`src/rtl/turtle_mem_pkg.sv`:
```
// Shared definitions for the turtle data-memory path: store FSM states,
// funct3 store-size encodings and the store exception numbers.
package turtle_mem_pkg;

    typedef enum logic [1:0] {
        IDLE  = 2'd0,
        REQ   = 2'd1,
        DONE  = 2'd2,
        FAULT = 2'd3
    } store_state_t;

    localparam logic [2:0] STORE_BYTE = 3'b000;
    localparam logic [2:0] STORE_HALF = 3'b001;
    localparam logic [2:0] STORE_WORD = 3'b010;

    localparam logic [5:0] EXCEPTION_STORE_MISALIGN = 6'd6;
    localparam logic [5:0] EXCEPTION_STORE_ACCESS   = 6'd7;

endpackage

```
`src/rtl/store_lane_align.sv`:
```
// Places right-justified store data onto the byte lanes selected by the low
// address bits and produces the matching byte strobes.
module store_lane_align
    import turtle_mem_pkg::*;
(
    input  logic [1:0]  addr_lo,
    input  logic [1:0]  size,
    input  logic [31:0] val,
    output logic [3:0]  wstrb,
    output logic [31:0] wdata
);

    // Anything other than byte or half is treated as a full word, including 2'b11.
    always_comb begin
        wstrb = 4'b1111;
        wdata = val;
        if (size == STORE_BYTE[1:0]) begin
            wstrb = 4'b0001 << addr_lo;
            wdata = {4{val[7:0]}};
        end else if (size == STORE_HALF[1:0]) begin
            wstrb = addr_lo[1] ? 4'b1100 : 4'b0011;
            wdata = {2{val[15:0]}};
        end
    end

endmodule

```
`src/rtl/store_mem_ctrl.sv`:
```
// Store sequencer: captures one store, drives a single-outstanding req/ack
// write to data memory and reports completion or an access fault.
module store_mem_ctrl
    import turtle_mem_pkg::*;
#(
    parameter int unsigned TIMEOUT_CYCLES = 255
) (
    input  logic        clk,
    input  logic        reset,
    input  logic [31:0] store_addr,
    input  logic [31:0] store_val,
    input  logic [1:0]  store_size,
    input  logic        store_valid,
    output logic        store_ready,
    output logic        busy,
    output logic        done,
    output logic        mem_req,
    output logic [31:0] mem_addr,
    output logic [31:0] mem_wdata,
    output logic [3:0]  mem_wstrb,
    input  logic        mem_ack,
    input  logic        mem_err,
    output logic [5:0]  exception_num_out,
    output logic        exception_valid_out
);

    localparam logic [31:0] TIMEOUT_LAST = 32'(TIMEOUT_CYCLES) - 32'd1;

    store_state_t state;
    store_state_t next_state;
    logic [31:0]  tmo_cnt;
    logic [3:0]   align_wstrb;
    logic [31:0]  align_wdata;
    logic         accept;
    logic         timeout_hit;

    store_lane_align u_align (
        .addr_lo (store_addr[1:0]),
        .size    (store_size),
        .val     (store_val),
        .wstrb   (align_wstrb),
        .wdata   (align_wdata)
    );

    assign accept      = (state == IDLE) && store_valid;
    assign timeout_hit = (TIMEOUT_CYCLES != 0) && (tmo_cnt == TIMEOUT_LAST);

    always_ff @(posedge clk) begin
        if (reset) begin
            state <= IDLE;
        end else begin
            state <= next_state;
        end
    end

    // An ack in the same cycle as the timeout wins; mem_err picks the outcome.
    always_comb begin
        next_state = state;
        unique case (state)
            IDLE:  if (store_valid) next_state = REQ;
            REQ: begin
                if (mem_ack) begin
                    next_state = mem_err ? FAULT : DONE;
                end else if (timeout_hit) begin
                    next_state = FAULT;
                end
            end
            DONE:  next_state = IDLE;
            FAULT: next_state = IDLE;
            default: next_state = IDLE;
        endcase
    end

    // Write port fields are captured once on accept and held through the ack.
    always_ff @(posedge clk) begin
        if (reset) begin
            mem_addr  <= '0;
            mem_wdata <= '0;
            mem_wstrb <= '0;
            tmo_cnt   <= '0;
        end else if (accept) begin
            mem_addr  <= {store_addr[31:2], 2'b00};
            mem_wdata <= align_wdata;
            mem_wstrb <= align_wstrb;
            tmo_cnt   <= '0;
        end else if ((state == REQ) && !mem_ack) begin
            tmo_cnt <= tmo_cnt + 32'd1;
        end
    end

    assign store_ready         = (state == IDLE);
    assign busy                = (state != IDLE);
    assign mem_req             = (state == REQ);
    assign done                = (state == DONE);
    assign exception_valid_out = (state == FAULT);
    assign exception_num_out   = EXCEPTION_STORE_ACCESS;

endmodule
```
`config.mk`:
```
export PLATFORM = sky130hd
export DESIGN_NAME = store_mem_ctrl
export DESIGN_NICKNAME = d
export VERILOG_FILES = /design/src/rtl/turtle_mem_pkg.sv /design/src/rtl/store_lane_align.sv /design/src/rtl/store_mem_ctrl.sv
export SDC_FILE = /design/constraint.sdc
export NUM_CORES = 1
export LEC_CHECK = 0
export BUFFER_PORTS_ARGS = -buffer_cell sky130_fd_sc_hd__buf_4
export CORE_UTILIZATION = 50
export CTS_CLUSTER_SIZE = 25
export DETAILED_ROUTE_END_ITERATION = 7
export PLACE_DENSITY = 0.78
export RECOVER_POWER = 25
export SETUP_SLACK_MARGIN = 0.4
export SLEW_MARGIN = 20
export SYNTH_ARGS = -nofsm -noshare
export SYNTH_HDL_FRONTEND = slang
export SYNTH_SLANG_ARGS = --single-unit
export TNS_END_PERCENT = 20
```
`constraint.sdc`:
```
create_clock -name clk -period 2.1 [get_ports clk]
set_input_delay 0.42 -clock clk [delete_from_list [all_inputs] [get_ports clk]]
set_output_delay 0.42 -clock clk [all_outputs]
set_load 0.005 [all_outputs]
```
==> impl_results.md <==
- Status: complete, no violations
- Sw Pwr: between 1 and 1.5 mW
- Top post-synthesis cells by count: nand2_1, dfxtp_1, a21oi_1, nor2_1, o21ai_0
- Asr flop ratio synth: 0%
- Hold path startpoint: store_addr[25]
- TNS Setup: 0 ps
- Mapped Avg Cell Area: 8.073 µm²
- Worst EP arrival: 1970 ps
- Routed WL per cell: 15.56 µm
- Share of layout cells above drive strength 1: 29.81%
- DIE AREA: 9129 µm²
- Die X: about 96 µm
- DRT Pass-1 Iters: 5
- Part of the power in combinational logic: approximately 15%
- Core Box Area: 8341 µm²
- Number of port buffers: 141
- Vias per cell: 5.648
- Synth Area in Simple Gates: 25.28%
- Total congestion overflow: 0
- Largest family of logic cells by synthesized area: simple AND/OR/NAND/NOR gates
- Final Net Count: 749
- Minimum clock period: 1686 ps
- Startpoint Class: flip-flop
- Worst-path fanout max: 8
- Hold Crit Class: input port to flip-flop
- XOR/XNOR share of the synthesized area: 2.002%
- CTS H-Tree Depth: 3
- Post-Route WL: 12,230 µm
- Layout Cells excl Fill: 786
- P&R area growth vs syn: 33.51%
- Max Slew Vio Count: 0
- Sw Ratio: roughly a quarter
- Worst-margin pin slew: 1181 ps
- Top Ports: 150
- Most Frequent Cell on Critical Path: buf_4
- DRT iter0 DRCs: 223
- Number of diodes: 0
- Area share of the largest cell type after synthesis: 45.75%
- Worst vdd ir: 0.5062 mV
- Synth area leader: dfxtp_1
- Sequential area share after synthesis: 45.75%
- Setup Viol. Count Final: 0
- Worst Hold Slack: approximately 300 ps
- Initial antenna violation count: 0
- First-pass GRT wire length: roughly 19,000 µm
- Slew headroom: 21.30%
- Sink Count: 100
- Synth Area in Adders: less than 1%
- CTS tree: done
- Initial core utilization: 52.46%
- Crit-path cells: nor3b_4 -> nand4_1 -> buf_4 -> buf_4 -> or3_4 -> a21oi_2
- R2r worst-path depth: 6
- Reg2reg setup slack: 410 ps
- Pin count of the biggest net entering global routing: 56
- Hold depth: 3
- Total Routing Usage GR: about a quarter
- FP Rows: 33
- P_leak: 2.383 nW
- Final ANT Viol Nets: 0
- Max Root-Sink Buffers: 2
- Total CTS buffers: 9
- CTS root buf: clkbuf_8
- Yosys cell types: 41
- Worst EP required: 2380 ps
- Sequential share of power: slightly above 50%
- Peak Freq: between 0.5 and 0.6 GHz
- RSZ-0062 raised after global routing: true
- Mux contribution to synthesized area: 3.660%
- RR Startpoint: state[0]$_SDFFE_PP0P_
- Worst Setup SP: state[0]$_SDFFE_PP0P_
- Post-synthesis compound-gate area fraction: roughly 17%
- Clock Pin Slew Worst Setup and Hold Paths: 100 ps
- Gpl congestion: 0.8470
- Synth area leaders: dfxtp_1, nand2_1, a21oi_1
- Residual DRC: 0
- Die Y-Extent: 95.55 µm
- Number of global-route vias before repair: just under 4,000
- Most frequent cell after synthesis: nand2_1
- Dpl cells: about 760
- Final hold vios: 0
- Worst Skew: 9.912 ps
- Slowest CP cell: dfxtp_4
- Worst-Skew Late Latency: 360 ps
- Flops & latches, synth: 100
- Post-Syn Area: 4375 µm²
- Number of synthesized flops with an enable pin: 0
- Setup crit end kind: flip-flop
- Max-cap violations: 0
- Synth Flop Type: dfxtp_1
- Clock power share: 33.6%
- Pwr dens: 681.9 nW/µm²
- Internal: 2.967 mW
- Post-CTS Hold Buffers: 0
- Post-DP HPWL: 8275 µm
- Routed vias: 4,439
- Crit Path Category: flip-flop to flip-flop
- YS warnings: 0
- Cells after Synth: 542
- Largest stage delay on the critical path: 390 ps
- Final worst-path cycle share: 80.29%
[critical path: cells and delay by family (launching register included)]
kind	cells	cell delay [ps]
compound gates	1	120
buf+inv	2	340
flops	1	390
simple gates	3	760
[cell families (layout without fill, tap and decap cells)]
| group | count (synthesis) | after routing |
|---|---|---|
| adder cells (fa/ha/maj) | 2 | 2 |
| other | 2 | 8 |
| AND/OR/NAND/NOR | 233 | 236 |
| AO/OA/AOI/OAI | 127 | 127 |
| multiplexers | 16 | 16 |
| flip-flops | 100 | 100 |
| buffers and inverters | 52 | 182 |
| XOR/XNOR | 10 | 10 |
[through the flow]
step	setup WS, ps	cell area [µm²]	total power [mW]	util, %
3_3_place_gp	261.2	5459	2.683	65.45
3_5_place_dp	179.0	5459	2.700	65.45
6_report	414.0	5842	3.984	70.04
2_1_floorplan	515.9	4398	2.368	-
4_1_cts	395.7	5757	4.023	69.02
5_1_grt	319.6	5842	4.154	70.04
[final cells by class]
cell class              count  area, µm²
fillers                   675       2499
multi-input cells         399       2270
flip-flops and latches    100       2029
repair buffers            161       1177
clock buffers              11      131.4
well taps                 105      131.4
clock inverters             5      83.83
inverters                   5      18.77
[metal layers]
layer | routed length, µm | GRT usage (%) | vias to the layer above
met4 | 250 | 6.965 | 0
li1 | - | - | 2144
met1 | 4794 | 32.86 | 2087
met3 | 1077 | 8.852 | 26
met2 | 6110 | 42.98 | 182
met5 | 0 | 0 | -
[path summary, 6_finish.rpt]
check | end
max | tmo_cnt[17]$_SDFFE_PP0N_
min reg2reg | mem_addr[8]$_SDFFE_PP0P_
min | mem_addr[25]$_SDFFE_PP0P_
max reg2reg | tmo_cnt[17]$_SDFFE_PP0N_
[layout by cell type, fill, tap and decap left out, types with 3 or more instances in the layout]
cell type,synthesis,final
nor3_1,4,4
conb_1,2,8
nand4_4,1,4
o21ai_0,25,25
dfxtp_4,0,3
dfxtp_2,0,13
buf_4,8,116
a211oi_1,14,14
a21oi_1,67,65
clkbuf_8,0,9
clkbuf_4,0,30
dfxtp_1,100,84
o31ai_1,12,11
and3_4,0,5
xnor2_1,4,4
xor2_1,6,6
mux2i_1,16,16
nor4_1,5,5
nand3_1,11,11
nand4_1,8,8
a311oi_1,8,8
inv_1,5,5
nor2_1,35,34
or3_1,8,7
or4_1,12,11
nand2_1,124,124
clkbuf_1,23,14
[repair_timing]
item,4_1_cts,5_1_grt
cloned,2,3
setup buffers,2,4
resized for setup,20,25
setup endpoints to repair,18,18
pin swaps,3,6
[state kept, by name (all words and copies together) (netlist names)]
register   flops
state          2
mem_wstrb      4
mem_addr      30
mem_wdata     32
tmo_cnt       32
[power by group through the flow]
stage	Clock [mW]	Combinational [mW]	Sequential, mW
detailed placement	0	0.611	2.09
global route	1.43	0.667	2.06
global placement	0	0.599	2.08
CTS	1.36	0.618	2.05
finish	1.34	0.603	2.04
floorplan	0	0.277	2.09
(Power assumes the default switching activity.)
